[config.mk]
export PLATFORM = sky130hd
export DESIGN_NAME = vga_bar_animator
export DESIGN_NICKNAME = d
export VERILOG_FILES = /design/src/rtl/vga_bar_animator.sv
export SDC_FILE = /design/constraint.sdc
export NUM_CORES = 1
export LEC_CHECK = 0
export CORE_ASPECT_RATIO = 0.6
export CORE_MARGIN = 2
export CORE_UTILIZATION = 55
export DETAILED_ROUTE_END_ITERATION = 6
export PLACE_DENSITY = 0.85
export SYNTH_ARGS = -nofsm -noshare
export SYNTH_HDL_FRONTEND = slang
export SYNTH_SLANG_ARGS = --single-unit
[constraint.sdc]
create_clock -name i_Clk -period 4 [get_ports i_Clk]
set_input_delay 0.4 -clock i_Clk [delete_from_list [all_inputs] [get_ports i_Clk]]
set_output_delay 0.4 -clock i_Clk [all_outputs]
set_load 0.02 [all_outputs]
[src/rtl/vga_bar_animator.sv]
// vga_bar_animator
//
// Animated split-line generator for the VGA demo path. Each accepted
// new-frame tick advances a shared phase around a 120-entry waveform cycle.
// The block then produces one signed split-line offset per channel, with
// each channel phase-shifted by a fixed number of table entries. A single
// waveform shaper is time-multiplexed across the channels.
//
// Parameters:
//   NUM_CH        number of channels (1..8)
//   PHASE_SPACING table entries between successive channel start phases
//   OUT_W         signed output width per channel (>= 9)
//
// Ports:
//   i_Clk           system pixel clock, rising edge
//   i_Rst_L         asynchronous active-low reset
//   i_NewFrameTick  frame tick level; its rising edge starts a sweep
//   i_Enable        1 = ticks accepted
//   i_Step          phase entries advanced per tick (0 = recompute only)
//   i_Reverse       1 = phase decrements
//   i_Mode          00 sine, 01 triangle, 10 square, 11 zero
//   i_AmpShift      arithmetic right shift applied to the waveform value
//   o_SplitLines    packed signed offsets, channel k at [k*OUT_W +: OUT_W]
//   o_Update        one-cycle pulse once every channel has been refreshed
//   o_Busy          high while a sweep is in progress
module vga_bar_animator #(
  parameter int NUM_CH        = 3,
  parameter int PHASE_SPACING = 40,
  parameter int OUT_W         = 9
) (
  input  logic                    i_Clk,
  input  logic                    i_Rst_L,
  input  logic                    i_NewFrameTick,
  input  logic                    i_Enable,
  input  logic [2:0]              i_Step,
  input  logic                    i_Reverse,
  input  logic [1:0]              i_Mode,
  input  logic [1:0]              i_AmpShift,
  output logic [NUM_CH*OUT_W-1:0] o_SplitLines,
  output logic                    o_Update,
  output logic                    o_Busy
);

  localparam int CH_W = (NUM_CH > 1) ? $clog2(NUM_CH) : 1;

  typedef enum logic [2:0] {
    S_IDLE,
    S_ADVANCE,
    S_ADDR,
    S_WRITE,
    S_DONE
  } state_t;

  state_t state;
  state_t next_state;

  logic                    tick_prev;
  logic                    tick_edge;
  logic [6:0]              base;
  logic [6:0]              next_base;
  logic [6:0]              phase;
  logic [6:0]              phase_next;
  logic [CH_W-1:0]         ch_idx;
  logic                    last_ch;
  logic [1:0]              mode_r;
  logic [1:0]              amp_r;
  logic signed [OUT_W-1:0] ch_val [NUM_CH];
  logic signed [OUT_W-1:0] shaped;

  logic [6:0]              offset_tbl [NUM_CH];

  // Per-channel start offsets are elaboration constants.
  for (genvar g = 0; g < NUM_CH; g++) begin : g_ch
    assign offset_tbl[g] = 7'((g * PHASE_SPACING) % 120);
    assign o_SplitLines[g*OUT_W +: OUT_W] = ch_val[g];
  end

  // Quarter-wave sine table, 31 entries covering 0..90 degrees.
  function automatic logic [7:0] q_rom(input logic [6:0] idx);
    case (idx)
      7'd0:    q_rom = 8'd0;
      7'd1:    q_rom = 8'd10;
      7'd2:    q_rom = 8'd21;
      7'd3:    q_rom = 8'd31;
      7'd4:    q_rom = 8'd42;
      7'd5:    q_rom = 8'd52;
      7'd6:    q_rom = 8'd62;
      7'd7:    q_rom = 8'd72;
      7'd8:    q_rom = 8'd81;
      7'd9:    q_rom = 8'd91;
      7'd10:   q_rom = 8'd100;
      7'd11:   q_rom = 8'd109;
      7'd12:   q_rom = 8'd118;
      7'd13:   q_rom = 8'd126;
      7'd14:   q_rom = 8'd134;
      7'd15:   q_rom = 8'd141;
      7'd16:   q_rom = 8'd149;
      7'd17:   q_rom = 8'd155;
      7'd18:   q_rom = 8'd162;
      7'd19:   q_rom = 8'd168;
      7'd20:   q_rom = 8'd173;
      7'd21:   q_rom = 8'd178;
      7'd22:   q_rom = 8'd183;
      7'd23:   q_rom = 8'd187;
      7'd24:   q_rom = 8'd190;
      7'd25:   q_rom = 8'd193;
      7'd26:   q_rom = 8'd196;
      7'd27:   q_rom = 8'd198;
      7'd28:   q_rom = 8'd199;
      7'd29:   q_rom = 8'd200;
      7'd30:   q_rom = 8'd200;
      default: q_rom = 8'd0;
    endcase
  endfunction

  assign tick_edge = i_NewFrameTick & ~tick_prev;
  assign last_ch   = (ch_idx == CH_W'(NUM_CH - 1));

  // Base phase after this tick. It always stays within 0..119.
  always_comb begin
    logic [7:0] fwd_sum;
    fwd_sum   = {1'b0, base} + {5'b0, i_Step};
    next_base = base;
    if (!i_Reverse) begin
      if (fwd_sum >= 8'd120) next_base = 7'(fwd_sum - 8'd120);
      else                   next_base = fwd_sum[6:0];
    end else begin
      if (base >= {4'b0, i_Step}) next_base = base - {4'b0, i_Step};
      else next_base = 7'(8'd120 + {1'b0, base} - {5'b0, i_Step});
    end
  end

  // Table position for the channel currently being addressed.
  always_comb begin
    logic [7:0] sum;
    sum = {1'b0, base} + {1'b0, offset_tbl[ch_idx]};
    if (sum >= 8'd120) phase_next = 7'(sum - 8'd120);
    else               phase_next = sum[6:0];
  end

  // Waveform shaper: one lookup shared by all channels, fed by the
  // registered phase and the sweep-latched mode and attenuation.
  always_comb begin
    logic [6:0]         q_idx;
    logic               q_neg;
    logic [7:0]         q_val;
    logic [11:0]        six_p;
    logic signed [11:0] sine_val;
    logic signed [11:0] tri_val;
    logic signed [11:0] raw_val;
    logic signed [11:0] shifted;

    q_idx = phase;
    q_neg = 1'b0;
    if (phase <= 7'd30) begin
      q_idx = phase;
    end else if (phase <= 7'd60) begin
      q_idx = 7'd60 - phase;
    end else if (phase <= 7'd90) begin
      q_idx = phase - 7'd60;
      q_neg = 1'b1;
    end else begin
      q_idx = 7'd120 - phase;
      q_neg = 1'b1;
    end
    q_val    = q_rom(q_idx);
    sine_val = q_neg ? -signed'({4'b0, q_val}) : signed'({4'b0, q_val});

    six_p = {5'b0, phase} * 12'd6;
    if (phase <= 7'd30)      tri_val = signed'(six_p);
    else if (phase <= 7'd90) tri_val = 12'sd360 - signed'(six_p);
    else                     tri_val = signed'(six_p) - 12'sd720;

    case (mode_r)
      2'b00:   raw_val = sine_val;
      2'b01:   raw_val = tri_val;
      2'b10:   raw_val = (phase < 7'd60) ? 12'sd200 : -12'sd200;
      default: raw_val = 12'sd0;
    endcase

    // Arithmetic shift floors toward minus infinity (-21 >>> 1 = -11).
    shifted = raw_val >>> amp_r;
    shaped  = OUT_W'(shifted);
  end

  always_ff @(posedge i_Clk or negedge i_Rst_L) begin
    if (!i_Rst_L) state <= S_IDLE;
    else          state <= next_state;
  end

  // A sweep is one ADVANCE, an ADDR/WRITE pair per channel, then DONE.
  always_comb begin
    next_state = state;
    case (state)
      S_IDLE:    if (tick_edge && i_Enable) next_state = S_ADVANCE;
      S_ADVANCE: next_state = S_ADDR;
      S_ADDR:    next_state = S_WRITE;
      S_WRITE:   next_state = last_ch ? S_DONE : S_ADDR;
      S_DONE:    next_state = S_IDLE;
      default:   next_state = S_IDLE;
    endcase
  end

  // Datapath. Step and direction are consumed by the base update in
  // ADVANCE; mode and attenuation are held for the rest of the sweep.
  // Busy and update are registered from the state, so they trail it by a
  // cycle. This makes update land exactly when the last channel is stable.
  // tick_prev resets high so a tick already high at release is not an edge.
  always_ff @(posedge i_Clk or negedge i_Rst_L) begin
    if (!i_Rst_L) begin
      tick_prev <= 1'b1;
      base      <= '0;
      phase     <= '0;
      ch_idx    <= '0;
      mode_r    <= '0;
      amp_r     <= '0;
      o_Update  <= 1'b0;
      o_Busy    <= 1'b0;
      for (int k = 0; k < NUM_CH; k++) ch_val[k] <= '0;
    end else begin
      tick_prev <= i_NewFrameTick;
      o_Busy    <= (state != S_IDLE);
      o_Update  <= (state == S_DONE);
      case (state)
        S_ADVANCE: begin
          base   <= next_base;
          mode_r <= i_Mode;
          amp_r  <= i_AmpShift;
          ch_idx <= '0;
        end
        S_ADDR: begin
          phase <= phase_next;
        end
        S_WRITE: begin
          ch_val[ch_idx] <= shaped;
          if (!last_ch) ch_idx <= ch_idx + 1'b1;
        end
        default: ;
      endcase
    end
  end

endmodule

==> results of run 1 <==
## critical path: cells and delay by family (launching register included)
family,cells,cell delay [ns]
AO/OA/AOI/OAI,8,1.65
buffers and inverters,5,0.62
AND/OR/NAND/NOR,4,0.61
flip-flops,1,0.48
adder cells (fa/ha/maj),2,0.38
multiplexers,1,0.38
XOR/XNOR,1,0.14
## kinds of logic (layout without fill, tap and decap cells)
family	Yosys count	count (layout)	share of synthesized area
compound gates	219	219	0.284
simple gates	199	199	0.184
buf+inv	75	261	0.0619
fa+ha+maj	60	60	0.145
flops	53	53	0.241
xor+xnor	24	24	0.0396
mux	18	18	0.0446
## cell usage after synthesis (all sizes together), types with 6 or more instances
cell type	n
a22oi	7
buf	13
a211oi	12
xnor2	19
fa	6
o211ai	15
o22ai	11
o31ai	10
a21o	7
nor2b	7
nand3b	6
ha	54
and3	9
or3	6
nand3	16
clkbuf	19
nor3	18
dfrtp	52
inv	41
mux2i	11
a31oi	14
nor2	33
nand2	72
and2	8
a21oi	25
o21ai	68
## what timing repair did
action                     CTS  global route
setup endpoints to repair   27            27
buffers inserted            36            27
pin swaps                   25            48
gates resized for setup     64            95
hold buffers                 0             0
## worst min-delay path by stage
stage                  endpoint  slack (ns)
2_1_floorplan          amp_r[0]        0.10
4_1_cts         o_SplitLines[5]        0.25
3_5_place_dp   o_SplitLines[18]        0.48
6_report        o_SplitLines[9]        0.21
3_3_place_gp    o_SplitLines[7]        0.46
5_1_grt        o_SplitLines[11]        0.28
## cell type report
| type | count | area [µm²] |
|---|---|---|
| fillers | 523 | 1670 |
| clock buffers | 5 | 125 |
| flip-flops and latches | 53 | 1340 |
| inverters | 43 | 181 |
| clock inverters | 3 | 26.3 |
| multi-input cells | 520 | 4530 |
| well taps | 135 | 169 |
| repair buffers | 210 | 1740 |
## routing by layer
| layer | share of wire | up-vias | track usage |
|---|---|---|---|
| met1 | 0.39 | 3107 | 0.436 |
| met2 | 0.47 | 486 | 0.547 |
| met3 | 0.10 | 134 | 0.0802 |
| met5 | 0 | - | 0 |
| met4 | 0.045 | 0 | 0.0968 |
| li1 | - | 2767 | - |
## state kept, by name, summed over array words and instances (netlist names)
name,cells
o_SplitLines,27
base,7
phase,7
state,3
amp_r,2
ch_idx,2
mode_r,2
o_Busy,1
o_Update,1
tick_prev,1
## stage by stage
| step | hold WS [ns] | TNS (ns) |
|---|---|---|
| 4_1_cts | 0.248 | -1.92 |
| 6_report | 0.209 | -8.22 |
| 3_5_place_dp | 0.476 | -5.86 |
| 2_1_floorplan | 0.104 | -1.02 |
| 3_3_place_gp | 0.464 | -2.54 |
| 5_1_grt | 0.281 | -10.68 |
==> insert_results.sql, run 1 <==
INSERT INTO impl_metrics (metric_group, metric, value, unit) VALUES
('outcome', 'outcome', 'finished, violations left', ''),
('outcome', 'violations', 'DRC, setup timing', ''),
('critical_path', 'critical_path.slowest_cell', 'dfrtp_2', ''),
('routing', 'post-route-drc-count', '5', ''),
('critical_path', 'register_to_register_setup_slack', '-0.42', 'ns'),
('grt', 'grt_util_all_layers', '0.330', ''),
('yosys', 'synth_largest_area_cell', 'dfrtp_1', ''),
('timing', 'finalSetupViolCount', '27', ''),
('routing', 'drtIter0Drc', '884', ''),
('clock_network', 'tritoncts_clock_tree', 'built', ''),
('timing', 'final.setup_skew', '0.00680', 'ns'),
('critical_path', 'crit_start', 'phase[1]', ''),
('yosys', 'postSynthCellCount', '648', ''),
('routing', 'vias', '6494', ''),
('cells_and_area', 'layout.cells.most_common', 'buf_4', ''),
('cells_and_area', 'layout.cells.most_common_list', 'buf_4 (152), nand2_1 (67), dfrtp_1 (45), clkdlybuf4s50_1 (39), o21ai_0 (34)', ''),
('cells_and_area', 'ratio_of_cells_with_drive_above_1_in_the_final_layout', '0.391', ''),
('floorplanning', 'die_h', '81.4', 'µm'),
('cells_and_area', 'layout-area-overhead-vs-synth', '47.5', '%'),
('worst_hold_path', 'hp-class', 'input pin to asynchronous set/reset pin', ''),
('critical_path', 'critical_setup_path_class', 'flop to flop', ''),
('yosys', 'postSynthAreaPerCell', '8.48', 'µm²'),
('clock_network', 'clock-root-buffer', 'clkbuf_16', ''),
('clock_network', 'cts_htree_levels', '2', ''),
('timing', 'hold_violations', '0', ''),
('grt', 'grt_pass1_wl', '28400', 'µm'),
('yosys', 'ys_types', '88', ''),
('place', 'routabilityCongestion', '0.968', ''),
('cells_and_area', 'layout.core_utilization', '0.829', ''),
('timing', 'timing.final.ws_setup', '-0.422', 'ns'),
('grt', 'first_global_vias', '5658', ''),
('yosys', 'ys.flop_type', 'dfrtp_1', ''),
('routing', 'ant_nets', '0', ''),
('cells_and_area', 'fin_area', '8110', 'µm²'),
('place', 'placedCellCount', '899', ''),
('clock_network', 'cts_inserted_buffers', '5', ''),
('clock_network', 'cts_num_sinks', '53', ''),
('clock_network', 'cts-root-to-sink-buffers', '2', ''),
('clock_network', 'latest_clock_arrival_within_the_worst_skew_pair', '0.30', 'ns'),
('critical_path', 'worstRegToRegCells', '21', ''),
('timing', 'max_clock_freq', '226', 'MHz'),
('floorplanning', 'floorplan.initialDensity', '0.562', ''),
('job', 'timing.max_cap.violations', '0', ''),
('critical_path', 'crit_path_start_kind', 'flop', ''),
('timing', 'unrepaired_setup_endpoints_after_global_routing', 'true', ''),
('critical_path', 'arrival', '4.57', 'ns'),
('timing', 'min_period_over_period', '1.11', ''),
('critical_path', 'worst_setup_path_endpoint', 'o_SplitLines[22]', ''),
('yosys', 'synth_top_area_frac', '0.237', ''),
('yosys', 'synth.yosys.warnings', '0', ''),
('cells_and_area', 'num_antenna_cells', '0', ''),
('critical_path', 'worstPathRequired', '4.15', 'ns'),
('yosys', 'yosysSeqAreaShare', '0.241', ''),
('critical_path', 'critical_path_peak_fanout', '8', ''),
('floorplanning', 'placeableCoreArea', '9770', 'µm²'),
('routing', 'drt-wirelength-per-cell', '21.8', 'µm'),
('cells_and_area', 'stdcell_count', '969', ''),
('critical_path', 'cp_common_cell', 'buf_4', ''),
('place', 'port-buffer-count', '40', ''),
('critical_path', 'regToRegStartpoint', 'phase[1]', ''),
('floorplanning', 'number_of_rows_in_the_core_area', '28', ''),
('place', 'placed_area', '6780', 'µm²'),
('critical_path', 'endpoint_kind', 'flop', ''),
('clock_network', 'clkSlewWorstSetupHoldPaths', '0.07', 'ns'),
('yosys', 'synth_enable_flop_cells', '0', ''),
('timing', 'final_period_minus_worst_setup_slack', '4.42', 'ns'),
('floorplanning', 'design.die.area', '10800', 'µm²'),
('routing', 'routed_via_density', '6.70', ''),
('grt', 'antenna_found_initial', '0', ''),
('floorplanning', 'design.portCount', '41', ''),
('cells_and_area', 'design.final.nets', '905', '');
Power of run 1 is not shown: default switching activity piles up to over one toggle a cycle in this logic, so the estimate is an artifact.
==> run 2: changes to the inputs <==
--- a/config.mk
+++ b/config.mk
@@ -5,9 +5,11 @@
 export SDC_FILE = /design/constraint.sdc
 export NUM_CORES = 1
 export LEC_CHECK = 0
+export CAP_MARGIN = 0
 export CORE_ASPECT_RATIO = 0.6
 export CORE_MARGIN = 2
 export CORE_UTILIZATION = 55
+export CTS_CLUSTER_DIAMETER = 40
 export DETAILED_ROUTE_END_ITERATION = 6
 export PLACE_DENSITY = 0.85
 export SYNTH_ARGS = -nofsm -noshare
==> results of run 2 <==
Final layout, timing and power as in run 1 (identical DEF).
Power of run 2 is left out for the same reason.
==> run 3: changes to the inputs <==
--- a/config.mk
+++ b/config.mk
@@ -10,6 +10,7 @@
 export CORE_MARGIN = 2
 export CORE_UTILIZATION = 55
 export CTS_CLUSTER_DIAMETER = 40
+export CTS_CLUSTER_SIZE = 8
 export DETAILED_ROUTE_END_ITERATION = 6
 export PLACE_DENSITY = 0.85
 export SYNTH_ARGS = -nofsm -noshare
==> constraint.sdc (replaced) <==
create_clock -name i_Clk -period 4 [get_ports i_Clk]
set_input_delay 0.4 -clock i_Clk [delete_from_list [all_inputs] [get_ports i_Clk]]
set_output_delay 0.4 -clock i_Clk [all_outputs]
set_load 0.01 [all_outputs]
==> results of run 3 <==
Final layout, timing and power as in run 1 (identical DEF).
Power of run 3 is left out for the same reason.
